==> src/rtl/booth_pkg.sv <==
// Shared types and helpers for the radix-4 Booth multiplier.
// The FSM states, the recoded Booth digits and the iteration count for a given operand width.
package booth_pkg;

  typedef enum logic [1:0] {
    IDLE,
    CALC,
    DONE
  } state_t;

  typedef enum logic [2:0] {
    DIG_0,
    DIG_P1,
    DIG_P2,
    DIG_M1,
    DIG_M2
  } digit_t;

  // Radix-4 steps needed for a WIDTH operand extended by two bits
  function automatic int iters(input int width);
    return width / 2 + 1;
  endfunction

endpackage

==> src/rtl/booth_r4_encoder.sv <==
// Radix-4 Booth recoder.
// Maps the 3-bit multiplier window {b[2i+1], b[2i], b[2i-1]} to a signed digit.
module booth_r4_encoder
  import booth_pkg::*;
(
  input  logic [2:0] window,
  output digit_t     digit
);

  always_comb begin
    digit = DIG_0;
    case (window)
      3'b001, 3'b010: digit = DIG_P1;
      3'b011:         digit = DIG_P2;
      3'b100:         digit = DIG_M2;
      3'b101, 3'b110: digit = DIG_M1;
      default:        digit = DIG_0;
    endcase
  end

endmodule

==> src/rtl/booth_mult_r4.sv <==
// Sequential radix-4 Booth multiplier with signed/unsigned mode and a start/done handshake.
// The multiplier shifts right out of the low half while partial products accumulate in the high half.
module booth_mult_r4
  import booth_pkg::*;
#(
  parameter int WIDTH = 8
) (
  input  logic               clk,
  input  logic               rst_n,
  input  logic               start,
  input  logic               tc,
  input  logic [WIDTH-1:0]   a,
  input  logic [WIDTH-1:0]   b,
  output logic               busy,
  output logic               done,
  output logic [2*WIDTH-1:0] product
);

  localparam int W2 = WIDTH + 2;
  localparam int N  = iters(WIDTH);
  localparam int CW = $clog2(N + 1);

  generate
    if ((WIDTH % 2) != 0 || WIDTH < 4) begin : g_bad_width
      $error("booth_mult_r4: WIDTH must be even and >= 4");
    end
  endgenerate

  state_t                state_reg, state_next;
  logic [W2-1:0]         a_reg;
  logic [W2+1:0]         hi_reg;
  logic [W2-1:0]         lo_reg;
  logic                  bm1_reg;
  logic [CW-1:0]         cnt_reg;
  logic [2*WIDTH-1:0]    product_reg;

  digit_t                digit;
  logic [W2+1:0]         a_ext;
  logic [W2+1:0]         pp;
  logic [W2+1:0]         sum;
  logic signed [2*W2+1:0] full;
  logic signed [2*W2+1:0] shifted;
  logic [W2-1:0]         a_ld, b_ld;
  logic                  load;
  logic                  last_step;

  booth_r4_encoder u_enc (
    .window ({lo_reg[1:0], bm1_reg}),
    .digit  (digit)
  );

  // Extension width is fixed at two bits so that +/-2a always fits the accumulator
  assign a_ld = tc ? {{2{a[WIDTH-1]}}, a} : {2'b00, a};
  assign b_ld = tc ? {{2{b[WIDTH-1]}}, b} : {2'b00, b};

  assign load      = start && (state_reg != CALC);
  assign last_step = (state_reg == CALC) && (cnt_reg == CW'(N - 1));

  always_comb begin
    a_ext = {{2{a_reg[W2-1]}}, a_reg};
    pp    = '0;
    case (digit)
      DIG_P1:  pp = a_ext;
      DIG_P2:  pp = a_ext << 1;
      DIG_M1:  pp = (W2+2)'(0) - a_ext;
      DIG_M2:  pp = (W2+2)'(0) - (a_ext << 1);
      default: pp = '0;
    endcase
    sum     = hi_reg + pp;
    full    = {sum, lo_reg};
    shifted = full >>> 2;
  end

  always_ff @(posedge clk or negedge rst_n) begin
    if (!rst_n) begin
      state_reg <= IDLE;
    end else begin
      state_reg <= state_next;
    end
  end

  always_comb begin
    state_next = state_reg;
    case (state_reg)
      IDLE:    if (start) state_next = CALC;
      CALC:    if (last_step) state_next = DONE;
      DONE:    state_next = start ? CALC : IDLE;
      default: state_next = IDLE;
    endcase
  end

  always_ff @(posedge clk or negedge rst_n) begin
    if (!rst_n) begin
      a_reg       <= '0;
      hi_reg      <= '0;
      lo_reg      <= '0;
      bm1_reg     <= 1'b0;
      cnt_reg     <= '0;
      product_reg <= '0;
    end else if (load) begin
      a_reg   <= a_ld;
      hi_reg  <= '0;
      lo_reg  <= b_ld;
      bm1_reg <= 1'b0;
      cnt_reg <= '0;
    end else if (state_reg == CALC) begin
      hi_reg  <= shifted[2*W2+1:W2];
      lo_reg  <= shifted[W2-1:0];
      bm1_reg <= lo_reg[1];
      cnt_reg <= cnt_reg + CW'(1);
      // Capture on the final step so product is already valid during the done cycle
      if (last_step) begin
        product_reg <= shifted[2*WIDTH-1:0];
      end
    end
  end

  assign busy    = (state_reg == CALC);
  assign done    = (state_reg == DONE);
  assign product = product_reg;

endmodule
==> config.mk <==
export PLATFORM = sky130hd
export DESIGN_NAME = booth_mult_r4
export DESIGN_NICKNAME = d
export VERILOG_FILES = /design/src/rtl/booth_pkg.sv /design/src/rtl/booth_r4_encoder.sv /design/src/rtl/booth_mult_r4.sv
export SDC_FILE = /design/constraint.sdc
export NUM_CORES = 1
export LEC_CHECK = 0
export BUFFER_PORTS_ARGS = -buffer_cell sky130_fd_sc_hd__buf_2
export CAP_MARGIN = 20
export CELL_PAD_IN_SITES_DETAIL_PLACEMENT = 1
export CELL_PAD_IN_SITES_GLOBAL_PLACEMENT = 2
export CORE_MARGIN = 2
export CORE_UTILIZATION = 34
export CTS_CLUSTER_SIZE = 28
export DETAILED_ROUTE_END_ITERATION = 7
export GPL_TIMING_DRIVEN = 0
export MAX_ROUTING_LAYER = met4
export PLACE_DENSITY = 0.85
export SLEW_MARGIN = 40
export SYNTH_ARGS = -nofsm -noshare
export SYNTH_HDL_FRONTEND = slang
export SYNTH_SLANG_ARGS = --single-unit
==> constraint.sdc <==
create_clock -name clk -period 4.1 [get_ports clk]
set_input_delay 1.23 -clock clk [delete_from_list [all_inputs] [get_ports clk]]
set_output_delay 1.23 -clock clk [all_outputs]
set_load 0.05 [all_outputs]
==> impl_metrics.env <==
export IMPL_status="finished clean"
export IMPL_drt_initial_drc_count=75
export IMPL_holdPathStages=2
export IMPL_die_w_um=100
export IMPL_setup_tns_ps=0
export IMPL_num_vias=2740
export IMPL_grt_use_total_pct=18.7
export IMPL_hpwl_um=6370
export IMPL_endpoint_kind="primary output"
export IMPL_setup_viol=0
export IMPL_min_from="product[14]"
export IMPL_syn_area_um2=3130
export IMPL_cts_resized=0
export IMPL_maxSlewViolCount=0
export IMPL_coreArea_um2=9060
export IMPL_final_cell_mix="dfrtp_1, nand2_1, o21ai_0, buf_2, mux2_2"
export IMPL_remaining_drc_errors=0
export IMPL_num_rows=35
export IMPL_crit_family="buffers and inverters"
export IMPL_area_growth_pct=14.1
export IMPL_cts_made_buffers=5
export IMPL_die_area_um2=10000
export IMPL_cp_max_fo=10
export IMPL_r2r_slack_ps=640
export IMPL_worstMarginPinSlew_ps=702
export IMPL_avgViaCountPerCell=5.50
export IMPL_cts_hold_buf=0
export IMPL_ys_ff_latch=51
export IMPL_fin_nets=421
export IMPL_ys_seq_area_share_pct=40.8
export IMPL_slowest_delay_ps=430
export IMPL_place_congestion=0.865
export IMPL_synth_nets=378
export IMPL_io_buffers=36
export IMPL_yosysWarnings=0
export IMPL_grt_max_degree=52
export IMPL_die_h_um=100
export IMPL_n_antenna_cell=0
export IMPL_cts_max_path_buffers=2
export IMPL_cp_required_ps=2870
export IMPL_ant_nets=0
export IMPL_cts_sinks=51
export IMPL_hold_viol=0
export IMPL_cp_start_kind="flop"
export IMPL_crit_buf_inv=4
export IMPL_grt_pass1_vias=2778
export IMPL_firstDrtPassIters=4
export IMPL_clk_latency_ps=320
export IMPL_ys_flop_type="dfrtp_1"
export IMPL_start_util_pct=34.5
export IMPL_seq_area_um2=1280
export IMPL_criticalPathCategory="reg2out"
export IMPL_ys_async_sr_fraction_pct=100
export IMPL_timing_rr_start="a_reg[1]"
export IMPL_crit_slowest_cell="buf_1"
export IMPL_multi_input_area_um2=1720
export IMPL_syn_avg_cell_area_um2=9.13
export IMPL_rsz0062_at_grt="false"
export IMPL_r2r_end="hi_reg[10]"
export IMPL_grt_overflow=0
export IMPL_rr_worst_depth=13
export IMPL_syn_inst=343
export IMPL_fillerInstances=1055
export IMPL_cts_tree="built"
export IMPL_whs_endpoint="product[14]"
export IMPL_wirelength_um=8650
export IMPL_root_buffer="clkbuf_8"
export IMPL_ioPinCount=38
export IMPL_postCtsSetupRepairBufs=0
export IMPL_synth_edff_count=0
export IMPL_hp_class="reg2reg"
export IMPL_skew_ps=10.0
export IMPL_largest_reg_flops=16
export IMPL_period_share_pct=84.5
export IMPL_fmax_mhz=288
export IMPL_max_cap_violations=0
export IMPL_grt_pass1_wl_um=14300
export IMPL_crit_arrival_ps=2240
export IMPL_cts_clk_slew_worst_paths_ps=100
export IMPL_antenna_found_initial=0
export IMPL_drt_wirelength_per_cell_um=17.4
export IMPL_drive_above_1_share_pct=18.9
export IMPL_htreeDepth=2
export IMPL_relSlewSlack_pct=53.2
export IMPL_final_common_cell="dfrtp_1"
export IMPL_cp_cell_sequence="nand2b_1, inv_1, clkbuf_1, buf_1, buf_2"
export IMPL_fin_crit_ps=3470
export IMPL_synth_cell_types=47
## cells by family after synthesis
group	Yosys count	share of synthesized area [%]
flip-flops	51	40.8
XOR/XNOR	20	5.59
multiplexers	28	9.71
AO/OA/AOI/OAI	94	18.5
AND/OR/NAND/NOR	100	14.6
buffers and inverters	35	4.59
adder cells (fa/ha/maj)	15	6.23
## worst max-delay path by stage
stage | from | end | slack (ps) | cells past startpoint
final | state_reg[1] | busy | 630 | 5
after global routing | a_reg[1] | hi_reg[5] | 350 | 13
after CTS | a_reg[2] | hi_reg[10] | 430 | 12
after detailed placement | a_reg[2] | hi_reg[10] | 470 | 12
after global placement | a_reg[2] | hi_reg[10] | 570 | 12
after floorplan | a_reg[1] | hi_reg[10] | 1040 | 13
## final cells by class
type	count	area share, %
clock inverters	3	1.33
repair buffers	36	5.11
plain buffers	22	2.66
flip-flops and latches	51	35.7
inverters	13	1.37
multi-input cells	257	48.0
clock buffers	5	1.93
well taps	111	3.89
## metal layers
layer | vias to the layer above | track usage [%] | wire (um)
met5 | - | - | 0
li1 | 1301 | - | -
met4 | 0 | 6.11 | 191
met2 | 54 | 30.4 | 4150
met1 | 1371 | 24.6 | 4040
met3 | 14 | 2.09 | 264
## worst reg2reg max path, delay by kind of cell (launching register included)
family,cells,cell delay (ps)
flops,1,440
xor+xnor,2,330
fa+ha+maj,2,600
buf+inv,1,90
compound gates,6,1260
simple gates,2,630
## through the flow
step           hold slack, ps  setup WS [ps]  util, %  instances  instance area, um2
2_1_floorplan             460           1040        -        343                3130
3_3_place_gp              458            568     38.1        490                3450
3_5_place_dp              475            465     38.1        490                3450
4_1_cts                   499            431     39.4        498                3570
5_1_grt                   532            350     39.4        498                3570
6_report                  490            634     39.4        498                3570
## cell usage after synthesis (2+ instances only)
cell | number | share of area (%)
dfrtp_1 | 51 | 41
nand2_1 | 47 | 5.6
o21ai_0 | 40 | 6.4
mux2_2 | 19 | 6.8
nor2_1 | 16 | 1.9
clkbuf_1 | 15 | 1.8
a21oi_1 | 14 | 2.2
ha_1 | 14 | 5.6
nand3_1 | 14 | 2.2
inv_1 | 13 | 1.6
xnor2_1 | 12 | 3.4
mux2i_1 | 9 | 2.9
xor2_1 | 8 | 2.2
a31oi_1 | 6 | 1.2
and3_1 | 5 | 1.0
o211ai_1 | 5 | 1.2
a21o_1 | 4 | 0.96
a221oi_1 | 4 | 1.1
buf_1 | 4 | 0.48
nor3_1 | 4 | 0.64
o31ai_1 | 4 | 0.96
nor2b_1 | 3 | 0.60
a211oi_1 | 2 | 0.48
a21boi_0 | 2 | 0.48
a22o_1 | 2 | 0.56
a311oi_1 | 2 | 0.56
nand2b_1 | 2 | 0.40
o21a_1 | 2 | 0.48
or3b_2 | 2 | 0.56
Power is not shown: default switching activity piles up to over one toggle a cycle in this logic, so the estimate is an artifact.
